--- src/rtl/debounc_pkg.sv ---
// Shared definitions for the shared-timer button debouncer: state encoding,
// default qualification time and a constant clog2 used for parameter checks.
package debounc_pkg;

    localparam logic [1:0] S_IDLE   = 2'd0;
    localparam logic [1:0] S_COUNT  = 2'd1;
    localparam logic [1:0] S_COMMIT = 2'd2;

    typedef enum logic [1:0] {
        ST_IDLE   = S_IDLE,
        ST_COUNT  = S_COUNT,
        ST_COMMIT = S_COMMIT
    } state_t;

    localparam int DEFAULT_DEBOUNCE_CYCLES = 500000;

    function automatic int clog2(input int unsigned v);
        int r;
        r = 0;
        while ((64'd1 << r) < 64'(v)) r = r + 1;
        return r;
    endfunction

endpackage

--- src/rtl/debounc_arbiter_rr_pick.sv ---
// Combinational round-robin picker: first set request searching upward from
// ptr_i+1 with wrap-around.
module rr_pick #(
    parameter int N     = 4,
    parameter int IDX_W = 2
) (
    input  logic [N-1:0]     req_i,
    input  logic [IDX_W-1:0] ptr_i,
    output logic [IDX_W-1:0] grant_idx_o,
    output logic             any_req_o
);

    always_comb begin
        int unsigned idx;
        logic        found;
        idx         = 0;
        found       = 1'b0;
        grant_idx_o = '0;
        for (int k = 1; k <= N; k++) begin
            idx = (int'(ptr_i) + k) % N;
            if (!found && req_i[IDX_W'(idx)]) begin
                found       = 1'b1;
                grant_idx_o = IDX_W'(idx);
            end
        end
    end

    assign any_req_o = |req_i;

endmodule

--- src/rtl/debounc_arbiter.sv ---
// N_BOT active-low buttons debounced through one shared, round-robin granted
// timer. Optional long-press detector enabled by DEBOUNC_LONGPRESS_EN.
//   state  | meaning
//   IDLE   | timer free, pick next button whose synced level differs
//   COUNT  | qualifying the granted button, abort if it bounces back
//   COMMIT | update stable level and load event (stalls on a full holder)
module debounc_arbiter
    import debounc_pkg::*;
#(
    parameter int N_BOT           = 4,
    parameter int DEBOUNCE_CYCLES = DEFAULT_DEBOUNCE_CYCLES,
    parameter int CNT_W           = 20,
    parameter int IDX_W           = 2
`ifdef DEBOUNC_LONGPRESS_EN
    , parameter int LONG_CYCLES   = 50000000
`endif
) (
    input  logic             clk,
    input  logic             rst,
    input  logic [N_BOT-1:0] bot,
    output logic [N_BOT-1:0] bot_trat,
    output logic             ev_valid,
    input  logic             ev_ready,
    output logic [IDX_W-1:0] ev_idx,
    output logic             ev_press,
    output logic             busy
`ifdef DEBOUNC_LONGPRESS_EN
    , output logic             long_valid
    , output logic [IDX_W-1:0] long_idx
`endif
);

    if (IDX_W != clog2(N_BOT)) begin : g_bad_idx_w
        $error("IDX_W must equal clog2(N_BOT)");
    end
    if (clog2(DEBOUNCE_CYCLES + 1) > CNT_W) begin : g_bad_cnt_w
        $error("CNT_W too narrow for DEBOUNCE_CYCLES");
    end
    if (DEBOUNCE_CYCLES < 2 || N_BOT < 2 || N_BOT > 16) begin : g_bad_range
        $error("DEBOUNCE_CYCLES or N_BOT out of range");
    end

    localparam logic [CNT_W-1:0] TC = CNT_W'(DEBOUNCE_CYCLES - 1);

    logic [N_BOT-1:0] sync1_q, bs_q, bot_trat_q, req;
    state_t           state_q;
    logic [CNT_W-1:0] timer_q;
    logic [IDX_W-1:0] ptr_q, sel_q, grant_idx;
    logic             any_req;
    logic             ev_valid_q, ev_valid_d, ev_press_q;
    logic [IDX_W-1:0] ev_idx_q;
    logic             req_sel, stall, pop, commit_go;

    assign req       = bs_q ^ bot_trat_q;
    assign req_sel   = req[sel_q];
    assign pop       = ev_valid_q & ev_ready;
    assign stall     = ev_valid_q & ~ev_ready;
    assign commit_go = (state_q == ST_COMMIT) & ~stall & req_sel;
    // A commit on the same edge as a pop replaces the popped event.
    assign ev_valid_d = commit_go | (ev_valid_q & ~pop);

    rr_pick #(.N(N_BOT), .IDX_W(IDX_W)) u_rr_pick (
        .req_i       (req),
        .ptr_i       (ptr_q),
        .grant_idx_o (grant_idx),
        .any_req_o   (any_req)
    );

    always_ff @(posedge clk) begin
        if (rst) begin
            sync1_q    <= '1;
            bs_q       <= '1;
            bot_trat_q <= '1;
            state_q    <= ST_IDLE;
            timer_q    <= '0;
            ptr_q      <= IDX_W'(N_BOT - 1);
            sel_q      <= '0;
            ev_valid_q <= 1'b0;
            ev_idx_q   <= '0;
            ev_press_q <= 1'b0;
        end else begin
            sync1_q    <= bot;
            bs_q       <= sync1_q;
            ev_valid_q <= ev_valid_d;
            case (state_q)
                ST_IDLE: begin
                    if (any_req) begin
                        sel_q   <= grant_idx;
                        timer_q <= '0;
                        state_q <= ST_COUNT;
                    end
                end
                ST_COUNT: begin
                    if (!req_sel) begin
                        ptr_q   <= sel_q;
                        state_q <= ST_IDLE;
                    end else if (timer_q == TC) begin
                        state_q <= ST_COMMIT;
                    end else begin
                        timer_q <= timer_q + CNT_W'(1);
                    end
                end
                ST_COMMIT: begin
                    if (!stall) begin
                        if (req_sel) begin
                            bot_trat_q[sel_q] <= bs_q[sel_q];
                            ev_idx_q          <= sel_q;
                            ev_press_q        <= ~bs_q[sel_q];
                        end
                        ptr_q   <= sel_q;
                        state_q <= ST_IDLE;
                    end
                end
                default: state_q <= ST_IDLE;
            endcase
        end
    end

    assign bot_trat = bot_trat_q;
    assign ev_valid = ev_valid_q;
    assign ev_idx   = ev_idx_q;
    assign ev_press = ev_press_q;
    assign busy     = (state_q != ST_IDLE);

`ifdef DEBOUNC_LONGPRESS_EN
    localparam int LONG_W = clog2(LONG_CYCLES + 1);

    logic [LONG_W-1:0] long_cnt_q;
    logic              long_armed_q, long_valid_q;
    logic [IDX_W-1:0]  long_idx_q;

    // Any committed change restarts the count; only a press re-arms it.
    always_ff @(posedge clk) begin
        if (rst) begin
            long_cnt_q   <= '0;
            long_armed_q <= 1'b0;
            long_valid_q <= 1'b0;
            long_idx_q   <= '0;
        end else begin
            long_valid_q <= 1'b0;
            if (commit_go) begin
                long_cnt_q   <= '0;
                long_armed_q <= ~bs_q[sel_q];
                if (!bs_q[sel_q]) long_idx_q <= sel_q;
            end else if (long_armed_q && !bot_trat_q[long_idx_q]) begin
                if (long_cnt_q == LONG_W'(LONG_CYCLES - 1)) begin
                    long_valid_q <= 1'b1;
                    long_armed_q <= 1'b0;
                end else begin
                    long_cnt_q <= long_cnt_q + LONG_W'(1);
                end
            end
        end
    end

    assign long_valid = long_valid_q;
    assign long_idx   = long_idx_q;
`endif

endmodule

--- config.mk ---
export PLATFORM = sky130hd
export DESIGN_NAME = debounc_arbiter
export DESIGN_NICKNAME = d
export VERILOG_FILES = /design/src/rtl/debounc_pkg.sv /design/src/rtl/debounc_arbiter_rr_pick.sv /design/src/rtl/debounc_arbiter.sv
export SDC_FILE = /design/constraint.sdc
export NUM_CORES = 1
export LEC_CHECK = 0
export CAP_MARGIN = 20
export CELL_PAD_IN_SITES_DETAIL_PLACEMENT = 2
export CELL_PAD_IN_SITES_GLOBAL_PLACEMENT = 2
export CORE_MARGIN = 1.5
export CORE_UTILIZATION = 38
export CTS_BUF_LIST = sky130_fd_sc_hd__clkbuf_2 sky130_fd_sc_hd__clkbuf_4 sky130_fd_sc_hd__clkbuf_8
export DETAILED_ROUTE_END_ITERATION = 8
export PLACE_DENSITY = 0.79
export SETUP_SLACK_MARGIN = 0.15
export SYNTH_ARGS = -nofsm -noshare
export SYNTH_HDL_FRONTEND = slang
export SYNTH_HIERARCHICAL = 1
export SYNTH_SLANG_ARGS = --single-unit
--- constraint.sdc ---
create_clock -name clk -period 2.65 [get_ports clk]
set_clock_uncertainty 0.05 [all_clocks]
set_input_delay 0.265 -clock clk [delete_from_list [all_inputs] [get_ports clk]]
set_output_delay 0.265 -clock clk [all_outputs]
set_load 0.02 [all_outputs]
### Word level (Yosys, flattened, before mapping)

Index checks and enable logic that the tools add are counted.

| storage, ports and cells | value |
|---|---|
| flip-flop bits (word level) | 42 |
| bits of input ports | 7 |
| output and inout bits | 9 |
| logic and storage cells | 92 |

| cells by class | value |
|---|---|
| muxes and demuxes | 34 |
| magnitude comparators | 6 |
| add/sub/neg operators | 5 |
| bitwise gates (word level) | 11 |
| equal/unequal tests | 9 |
| reductions and logical operators | 17 |

Operator list:

| cell | number |
|---|---|
| $mux 20 | 3 |
| $pmux 20 s2 | 1 |
| $add 20x1->20 const B | 1 |
| $eq 20x19->1 const B | 1 |
| $mux 2 | 10 |
| $lt 2x3->1 const B | 5 |
| $bmux 1 s2 | 6 |
| $mux 1 | 10 |
| $ne 2x2->1 const B | 5 |
| $reduce_and 3->1 | 3 |
| $pmux 2 s3 | 1 |
| $reduce_bool 2->1 | 3 |
| $and 1x1->1 | 5 |
| $add 2x1->2 const B | 2 |
| $add 2x2->2 const B | 2 |
| $bwmux 4 | 1 |
| $logic_and 1x1->1 | 4 |
| $not 1->1 | 4 |
| $pmux 2 s2 | 1 |
| $reduce_and 4->1 | 1 |
| $reduce_or 4->1 | 1 |
| $xor 4x4->4 | 1 |
| $logic_not 1->1 | 3 |
| $ne 3x3->1 const B | 1 |
| 7 further kinds | 7 |

### Logic depth before layout (Yosys ltp)

Gate-level depths: netlist of the first run.

| depth | value |
|---|---|
| word-level depth | 13 |
| depth in mapped cells | 10 |
| mapped depth without buffers | 8 |

### By module

Netlist of the first run, hierarchy kept.

By module, submodules not included:

| module | times used | area each (µm²) | cells each |
|---|---|---|---|
| debounc_arbiter | 1 | 2,139.6 | 233 |
| rr_pick | 1 | 81.3 | 14 |

### Worst setup path after synthesis of the first run

Ideal clock, no wire load.

| path | value |
|---|---|
| path type | reg2reg |
| start | register bot_trat_q[3], in the netlist bot_trat[3] |
| end | register timer_q[18] |
| slack | 617 ps |
| buffers on the path | 0 |
| required time | 2,479 ps |
| clock period less this slack | 2,033 ps |
| stages on the path, launching flop included | 7 |
| arrival | 1,862 ps |
| cells stage by stage | dfxtp_1 xnor2_1 inv_1 mux4_2 and4_1 nand4_1 mux2_2 |

| on the way | value |
|---|---|
| longest elaborated chain between the ends | 5 |

Ends and longest elaborated chain:

| item | RTL line | source |
|---|---|---|
| start: declaration | debounc_arbiter.sv:45 | `logic [N_BOT-1:0] sync1_q, bs_q, bot_trat_q, req;` |
| start signal: indexed assignment | debounc_arbiter.sv:106 | `bot_trat_q[sel_q] <= bs_q[sel_q];` |
| $xor 4x4->4 (*) | debounc_arbiter.sv:54 | `assign req = bs_q ^ bot_trat_q;` |
| named net req[3] | debounc_arbiter.sv:45 |  |
| $bmux 1 s2 | debounc_arbiter.sv:55 | `assign req_sel = req[sel_q];` |
| $mux 1 (implied by the code) | debounc_arbiter.sv:55 |  |
| $ne 2x2->1 (no line) | - |  |
| $reduce_and 4->1 (no line) (*) | - |  |
| end signal: assignment | debounc_arbiter.sv:100 | `timer_q <= timer_q + CNT_W'(1);` |
| end: declaration | debounc_arbiter.sv:47 | `logic [CNT_W-1:0] timer_q;` |

The timed path passes the listed nets; every way through them passes the cells marked *. The select of a mux whose other input is x is not followed.
A chain may end at the register's enable or synchronous reset.

### Final worst setup path of the first run

| path | value |
|---|---|
| start | register timer_q[0] |
| end | register timer_q[6] |

| on the way | value |
|---|---|
| longest elaborated chain between the ends | 4 |

Ends and longest elaborated chain:

| item | RTL line | source |
|---|---|---|
| $add 20x1->20 | debounc_arbiter.sv:100 |  |
| $mux 20 | debounc_arbiter.sv:97 | `end else if (timer_q == TC) begin` |
| $mux 20 | debounc_arbiter.sv:94 | `if (!req_sel) begin` |
| $pmux 20 s2 | debounc_arbiter.sv:85 | `case (state_q)` |

Parallel ways exist; a longest one is shown, timed or not. The select of a mux whose other input is x is not followed.

==> results of run 1 <==
==> cell usage in the layout, fill, tap and decap left out, types with 4 or more instances in the layout <==
| cell | Yosys | layout |
|---|---|---|
| clkdlybuf4s50_1 | 0 | 15 |
| a211o_1 | 8 | 8 |
| nor2b_1 | 5 | 5 |
| and3_1 | 9 | 9 |
| dfxtp_1 | 42 | 42 |
| buf_4 | 0 | 8 |
| a21oi_1 | 14 | 14 |
| xnor2_1 | 4 | 4 |
| nand2_1 | 17 | 17 |
| clkbuf_8 | 1 | 5 |
| inv_1 | 8 | 8 |
| nand3_1 | 11 | 11 |
| or2_2 | 8 | 8 |
| and4_1 | 5 | 5 |
| nor4b_1 | 7 | 7 |
| o21ai_0 | 4 | 4 |
| nand4_1 | 9 | 9 |
| a221o_1 | 4 | 4 |
| mux2i_1 | 4 | 4 |
| and2_1 | 4 | 4 |
| nor2_1 | 25 | 25 |
==> layer usage <==
metal	wire (um)	up-vias	share of wire, %	GRT usage [%]
met5	0	-	0	0
met4	76	0	1.2	6.32
met3	146	6	2.3	4.34
met2	3240	18	51	39.2
met1	2850	991	45	26.4
li1	-	957	-	-
==> logic make-up (layout without fill, tap and decap cells) <==
logic type / count (synthesis) / after routing / synth area share (%)
AOI/OAI and AO/OA: 48 / 48 / 15.8
xor gates and xnor gates: 4 / 4 / 1.58
adders and majority gates: 1 / 1 / 0.563
buffers and inverters: 19 / 39 / 4.84
DFF: 42 / 42 / 37.9
muxes: 9 / 9 / 5.86
and+or+nand+nor: 124 / 124 / 33.5
==> worst max-delay path, cell delays in order (launching register included) <==
cell     delay (ns)
dfxtp_1        0.42
ha_1           0.26
nand3_1        0.24
nor4_4         0.57
buf_4          0.26
nor4b_1        0.06
a211o_1        0.27
==> sequential cells by signal, summed over array words and instances, names as in the netlist <==
name,cells
bot_trat,4
bs_q,4
ev_idx,2
ev_press,1
ev_valid,1
ptr_q,2
sel_q,2
state_q,2
sync1_q,4
timer_q,20
==> worst max-delay path by stage <==
| stage | cells after the start | end | from |
|---|---|---|---|
| floorplan | 6 | timer_q[18] | bot_trat[3] |
| global placement | 6 | timer_q[5] | bot_trat[0] |
| detailed placement | 6 | timer_q[6] | timer_q[6] |
| CTS | 6 | timer_q[6] | timer_q[6] |
| global route | 6 | timer_q[6] | timer_q[6] |
| finish | 6 | timer_q[6] | timer_q[0] |
==> area by class of cell <==
type	instances	area (um^2)	share of cell area [%]
multi-input cells	186	1270	50.2
flip-flops and latches	42	841	33.2
repair buffers	23	210	8.29
well taps	72	90.1	3.55
clock buffers	5	68.8	2.71
inverters	8	30.0	1.18
clock inverters	3	23.8	0.937
==> where the power goes <==
part	internal [mW]	switching (mW)
Sequential	0.643	0.0143
Combinational	0.0479	0.0631
Clock	0.189	0.260
==> per-stage QoR <==
stage	utilization, %	hold WS, ns
2_1_floorplan	-	0.319
3_3_place_gp	43.8	0.343
3_5_place_dp	43.8	0.347
4_1_cts	45.5	0.376
5_1_grt	45.5	0.392
6_report	45.5	0.370
==> metrics.txt, run 1 <==
Power Total 1.22 mW; layout net count 274; cell taking the most area after synthesis dfxtp_1; Clk Latency, worst-skew pair 0.31 ns; GR Overflow Total 0; Clock Sinks 42; Pleak 0.980 nW; antenna viol nets, final 0; WS Path Type flip-flop to flip-flop; Fmax achieved 448 MHz; Yosys warning count 6; hold_sp sync1_q[2]; vias in the first global route just over 2000; postcts setup bufs 0; R2R depth 6; layout cells sized above 1 15.4%; maxcap violations 0; RSZ-0062 raised after global routing false; H-tree Lvls 2; most common cell in the netlist dfxtp_1; period utilization 84.3%; # setup viols final 0; hold path endpoint bs_q[2]; non-filler instance count after layout 339; CTS tree yes; Synth Instances 247; pwr dens 480 nW/um^2; via count 1972; startpoint types flip-flop; Final Max Tran Viols 0; GRT Util Overall a little over a fifth; Post-DP Area 2440 um^2; routed wire length roughly 6300 um; Clock Tree Root clkbuf_8; Initial Util 39.8%; routed len/inst 18.6 um; CTS Buf Count 5; number of fill cells ~630; FF+latch count, synth 42; Die Span X 79.5 um; Setup crit end kind flip-flop; R2R Path End timer_q[6]; Initial DRC Count 79; Mapped Area 2220 um^2; largest fanout on the critical path 9; top-area cell type share of the netlist area a little under two fifths; Yosys cell types 56; CTS Hold Buffers Added 0; reg-to-reg startpoint timer_q[0]; Die H 79.5 um; Async SR Flop Fraction 0%; outcome finished, final reports clean; drt via density 5.82; PnR worst setup slack around 0.42 ns; register area share after synthesis 37.9%; fin area approximately 2500 um^2; actual slew at the worst max-slew pin 0.700 ns; PortBufs 15; Synth top cells by count dfxtp_1 (42), nor2_1 (25), nand2_1 (17), a21oi_1 (14), nand3_1 (11); top post-synthesis cells by area dfxtp_1 (38%), nor2_1 (4.2%), a211o_1 (3.2%); fin crit period 2.23 ns; TritonRoute pass-1 iters 4; Post-synth EDFFs 0; I/O pins 16; Crit path arrival time between 2 and 2.5 ns; Hold Path Class flip-flop to flip-flop; Max VDD drop 218 uV; TNS Setup 0 ns; initial antenna violation count 0; reg2reg setup slack 0.42 ns; worst slack at placement about 0.45 ns; post-cts sizing count 0; Final Hold Vio Count 0; DIE AREA 6310 um^2; Clk pin slew, worst setup/hold paths 0.09 ns; core area 5570 um^2; row count 27; RePlAce Congestion 0.821; CTS max path bufs 2; synthesized area per cell 8.99 um^2; Post-Synthesis Net Count 255; Crit path required time 2.81 ns; Detailed Place HPWL 4630 um; Most used DFF post-synth dfxtp_1; area grow syn2layout 14.2%; drt drc 0; first-pass GRT wire length 10500 um; Worst Hold Path Cells 1; placed cell count 331; # diodes 0; largest net degree at the start of global routing 25; Slew headroom 53.2%
Note: power is estimated with default switching activity, not from simulation.
==> inputs of run 2 (changes only) <==
Settings changed: CORE_UTILIZATION 38 to 34, PLACE_DENSITY 0.79 to 0.74.
Clock period 2.65 ns to 1.85 ns, I/O delays scaled along.
==> run 2 against run 1 <==
The flow now finishes with violations (negative setup slack); critical path depth decreased by 1; count of clock-buffer cells in the layout unchanged; global-route usage increased by 12 points; combinational power rose to 3.1 times the previous value; sequential power up 43%; die area is 11% higher; first-iteration DRC count is 94% higher; design area is 50% higher; clock power rose by 110%; worst hold slack got worse by 0.011 ns; final cell count grew 27%.
==> metrics.txt, run 2 (same netlist as run 1, synthesis figures left out) <==
non-filler instance count after layout 429 (+27%); row count 29 (+7.4%); GR Util met3 6.73% (+2.4 points); I/O pins 16 (unchanged); initial antenna violation count 0 (unchanged); R2R Path End timer_q[18]; Clk Latency, worst-skew pair 0.34 ns (+0.03 ns); first-pass GRT wire length 17400 um (+65%); Final Hold Vio Count 0 (unchanged); worst path cell trace nor2b_1, buf_4, and4_4, nand4_1, mux2_4; DIE AREA 7030 um^2 (+11%); Final Max Tran Viols 0 (unchanged); reg2reg setup slack -0.31 ns (-0.72 ns); vias in the first global route 2865 (+41%); layout cells sized above 1 58.5% (+43 points); Worst path max stage delay 0.54 ns (-0.03 ns); worst setup path endpoint timer_q[18]; layout net count 359 (+31%); R2R depth 5 (-1); Slowest cell on crit path nor2b_1; Slew headroom 46.7% (-6.5 points); most common cell after layout, fill and taps aside buf_4; met2 usage 60.9% (+22 points); CTS Buf Count 5 (unchanged); busiest layer in global routing met2; Initial DRC Count 153 (+94%); Detailed Place HPWL 5930 um (+28%); CTS tree yes; pwr dens 590 nW/um^2 (+23%); Initial Util 35.2% (-4.7 points); startpoint types flip-flop; PortBufs 15 (unchanged); period utilization 117% (+32 points); outcome finished, violations left; routed wire length 13700 um (+120%); Setup crit end kind flip-flop; # diodes 0 (unchanged); post-layout util 60.1% (+15 points); RePlAce Congestion 0.784 (-4.4%); Hold Path Class primary input to flip-flop; Max VDD drop 663 uV (+200%); via count 2660 (+35%); Crit path arrival time 2.34 ns (-0.05 ns); # setup viols final 32 (+32); routed len/inst 31.9 um (+71%); GRT Util Overall 33.6% (+12 points); antenna viol nets, final 0 (unchanged); GR Overflow Total 0 (unchanged); RSZ-0062 raised after global routing true; fin crit period 2.16 ns (-0.0765 ns); Post-DP Area 2940 um^2 (+20%); TNS Setup -5.99 ns (-5.99 ns); drt drc 0 (unchanged); largest net degree at the start of global routing 27 (+8.0%); Most flops, register timer_q; fin area 3800 um^2 (+50%); area grow syn2layout 70.9%; H-tree Lvls 2 (unchanged); actual slew at the worst max-slew pin 0.798 ns (+0.0979 ns); Pleak 1.60 nW (+63%); PnR worst setup slack -0.307 ns (-0.724 ns); most frequent cells in the layout buf_4 (70), dfxtp_1 (22), buf_6 (21), nor2_1 (16); largest fanout on the critical path 8 (-1); core area 6310 um^2 (+13%); WS Path Type flip-flop to flip-flop; Die Span X 83.8 um (+5.5%); placed cell count 392 (+18%); drt via density 6.20 (+6.6%); failing checks negative setup slack; routing usage on met1 35.0% (+8.7 points); Die H 83.8 um (+5.5%); Fmax achieved 464 MHz (+3.5%); Clock Tree Root clkbuf_8; Crit path required time 2.03 ns (-0.78 ns); Clock Sinks 42 (unchanged); maxcap violations 0 (unchanged); CP startpoint state_q[0]; TritonRoute pass-1 iters 4 (unchanged); Power Total 2.24 mW (+84%); max reg flops 20 (unchanged); Clk pin slew, worst setup/hold paths 0.10 ns (about the same); CTS max path bufs 2 (unchanged); reg-to-reg startpoint state_q[0]
==> run 2: cell count changes in the layout (fill, tap and decap cells not counted), moves of 7 or more <==
cell,before,now
a21oi_1,14,7
dfxtp_2,0,14
dfxtp_1,42,22
buf_4,8,70
nor2_1,25,16
nand2_1,17,10
buf_6,0,21
==> run 2: final cells by class <==
| class | count | area, um^2 |
|---|---|---|
| clock buffers | 5 | 68.8 |
| clock inverters | 3 | 68.8 |
| fillers | 597 | 2520 |
| inverters | 8 | 30.0 |
| multi-input cells | 186 | 1710 |
| flip-flops and latches | 42 | 881 |
| well taps | 77 | 96.3 |
| repair buffers | 108 | 946 |
==> run 2: worst min path at each step <==
stage | slack, ns | from | cells past startpoint | end
floorplan | 0.24 | bot[0] | 1 | sync1_q[0]
global placement | 0.34 | sync1_q[1] | 1 | bs_q[1]
detailed placement | 0.35 | sync1_q[1] | 1 | bs_q[1]
CTS | 0.37 | sync1_q[1] | 1 | bs_q[1]
global route | 0.36 | bot[0] | 2 | sync1_q[0]
finish | 0.36 | bot[0] | 2 | sync1_q[0]
==> run 2: timing repair <==
item	CTS	global route
setup buffers	16	13
pin swaps	20	21
hold buffers	0	0
resized for setup	71	51
endpoints found under the setup margin	35	34
==> run 2: per-layer routing <==
layer / part of all wire [%] / up-vias
met1: 36 / 1357
met4: 7.0 / 0
met2: 53 / 103
met3: 4.1 / 71
met5: 0 / -
li1: - / 1129
==> run 2: through the flow <==
| stage | setup WS (ns) | hold WS, ns |
|---|---|---|
| after floorplan | -0.0192 | 0.239 |
| final | -0.307 | 0.359 |
| after global placement | -0.108 | 0.342 |
| after detailed placement | -0.335 | 0.348 |
| after CTS | -0.154 | 0.371 |
| after global routing | -0.358 | 0.356 |
==> run 2: critical path: cells and delay by family, from the launching register on <==
family        cells  cell delay (ns)
buf+inv           1             0.24
flops             1             0.44
mux               1             0.36
simple gates      3             0.97
==> run 2: report_power, final <==
part           switching, mW  internal, mW
logic                  0.189         0.157
registers             0.0260         0.913
clock network          0.411         0.542
==> inputs of run 3 (changes only) <==
Clock period 1.85 ns to 1.95 ns, I/O delays scaled along.
==> run 3 against run 2 <==
The run still ends with negative setup slack left; combinational power is 21% lower; routed wire length is 16% lower; sequential share of layout area up 1.3 points; global-route usage decreased by 7.4 points; largest cell class unchanged; first-iteration DRC count fell by 33%; fmax decreased by 1.1%; core utilization decreased by 3.6 points; critical path type unchanged; count of clock-buffer cells in the layout unchanged; critical path depth rose by 4; design area decreased by 6.1%.
==> metrics.txt, run 3 (same netlist as run 1, synthesis figures left out) <==
fin crit period 2.18 ns (+0.0242 ns); GR Overflow Total 0 (unchanged); Most flops, register timer_q; PnR worst setup slack -0.231 ns (+0.0758 ns); Pleak 1.46 nW (-8.4%); CTS max path bufs 2 (unchanged); WS Path Type flip-flop to flip-flop; Initial Util 35.2% (unchanged); Crit path max-delay family simple AND/OR/NAND/NOR gates; number of fill cells 636 (+6.5%); area grow syn2layout 60.6%; # setup viols final 28 (-13%); Setup crit end kind flip-flop; layout net count 341 (-5.0%); GRT Util Overall 26.3% (-7.4 points); Fmax achieved 458 MHz (-1.1%); Final Max Tran Viols 0 (unchanged); Clk Latency, worst-skew pair 0.31 ns (-0.03 ns); Clock Tree Root clkbuf_8; non-filler instance count after layout 411 (-4.2%); Reg power frac 43.8% (+1.9 points); PortBufs 15 (unchanged); outcome finished, violations left; Slew headroom 69.1% (+22 points); Fin Hold WS 0.374 ns (+0.0157 ns); Clock Sinks 42 (unchanged); Crit path required time 2.14 ns (+0.11 ns); H-tree Lvls 2 (unchanged); failing checks negative setup slack; Clk pin slew, worst setup/hold paths 0.10 ns (about the same); CP startpoint bot_trat[2]; placed cell count 380 (-3.1%); Die Span X 83.8 um (unchanged); row count 29 (unchanged); Detailed Place HPWL 5560 um (-6.3%); Initial DRC Count 102 (-33%); CTS tree yes; RePlAce Congestion 0.817 (+4.1%); Psw 0.534 mW (-15%); routed len/inst 27.9 um (-13%); TNS Setup -2.76 ns (+3.22 ns); first-pass GRT wire length 14200 um (-18%); drt drc 0 (unchanged); DIE AREA 7030 um^2 (unchanged); drt via density 6.03 (-2.7%); CTS Hold Buffers Added 0 (unchanged); via count 2480 (-6.8%); worst slack at placement -0.0608 ns (+0.274 ns); Max VDD drop 405 uV (-39%); antenna viol nets, final 0 (unchanged); routed wire length 11500 um (-16%); largest net degree at the start of global routing 20 (-26%); Crit path arrival time 2.37 ns (+0.03 ns); reg-to-reg startpoint bot_trat[2]; most frequent cells in the layout buf_4 (58), dfxtp_1 (23), nor2_1 (20), buf_6 (17); I/O pins 16 (unchanged); maxcap violations 0 (unchanged); startpoint types flip-flop; CTS Buf Count 5 (unchanged); Slowest cell on crit path dfxtp_4; Hold Path Class flip-flop to flip-flop; max reg flops 20 (unchanged); vias in the first global route 2581 (-9.9%); switching share of power 26.2% (-1.8 points); pwr dens 571 nW/um^2 (-3.1%); core area 6310 um^2 (unchanged); worst path cell trace xnor2_2, inv_2, nor2_1, nand2_1, and2_1, nor2_2, a21boi_2, buf_4, a221o_1; # diodes 0 (unchanged); Cell Int Power 1.50 mW (-6.8%); Final Hold Vio Count 0 (unchanged); Worst path max stage delay 0.37 ns (-0.17 ns); TritonRoute pass-1 iters 4 (unchanged); initial antenna violation count 0 (unchanged); Clock Power Share 42.7% (about the same); RSZ-0062 raised after global routing true; layout cells sized above 1 52.7% (-5.8 points); period utilization 112% (-4.7 points); actual slew at the worst max-slew pin 0.463 ns (-0.334 ns); WP buf/inv 2 (+1); combinational power share 13.4% (-2.1 points); most common cell after layout, fill and taps aside buf_4; largest fanout on the critical path 4 (-4); Die H 83.8 um (unchanged); hold_sp sync1_q[2]
## run 3: cell types whose count changed in the layout (fill, tap and decap cells not counted), moves of 3 or more
cell and change:
buf_4 -12, nand2_1 +5, buf_6 -4, nand2_2 -4, nor2_1 +4, nor2_2 -4, nor4b_4 +4, nor4b_2 -3
## run 3: final timing paths
check,end,slack [ns],depth (start not counted)
worst min-delay path,bs_q[2],0.37,1
worst max-delay path,timer_q[5],-0.23,9
worst max register to register,timer_q[5],-0.23,9
worst min register to register,bs_q[2],0.37,1
## run 3: power by group through the flow
stage / combinational [mW] / clock (mW) / sequential [mW]
global placement: 0.184 / 0 / 0.904
global route: 0.285 / 0.903 / 0.894
CTS: 0.223 / 0.867 / 0.888
detailed placement: 0.194 / 0 / 0.906
floorplan: 0.113 / 0 / 0.899
finish: 0.274 / 0.870 / 0.893
## run 3: what timing repair did
| action | 4_1_cts | 5_1_grt |
|---|---|---|
| gates resized for setup | 54 | 42 |
| pin swaps | 17 | 19 |
| setup endpoints to repair | 32 | 34 |
| setup buffers | 8 | 15 |
## run 3: metrics by stage
stage | utilization [%] | total power [mW] | cell area, um^2
after floorplan | - | 1.01 | 2280
after global placement | 44.9 | 1.09 | 2830
after detailed placement | 44.9 | 1.10 | 2830
after CTS | 51.9 | 1.98 | 3280
after global routing | 56.5 | 2.08 | 3570
final | 56.5 | 2.04 | 3570
## run 3: layout make-up
class                      instances  area [um^2]  area share (%)
clock inverter                     3         68.8            1.93
multi-input combinational        186         1650            46.2
tap                               77         96.3            2.70
sequential                        42          875            24.5
inverter                           8         30.0           0.842
clock buffer                       5         68.8            1.93
timing repair buffer              90          779            21.9
## run 3: metal layers
layer | routed length [um] | up-vias | global-route usage [%]
li1 | - | 1100 | -
met1 | 4510 | 1257 | 28.0
met2 | 6070 | 82 | 52.0
met3 | 377 | 41 | 4.06
met4 | 507 | 0 | 8.49
met5 | 0 | - | 0
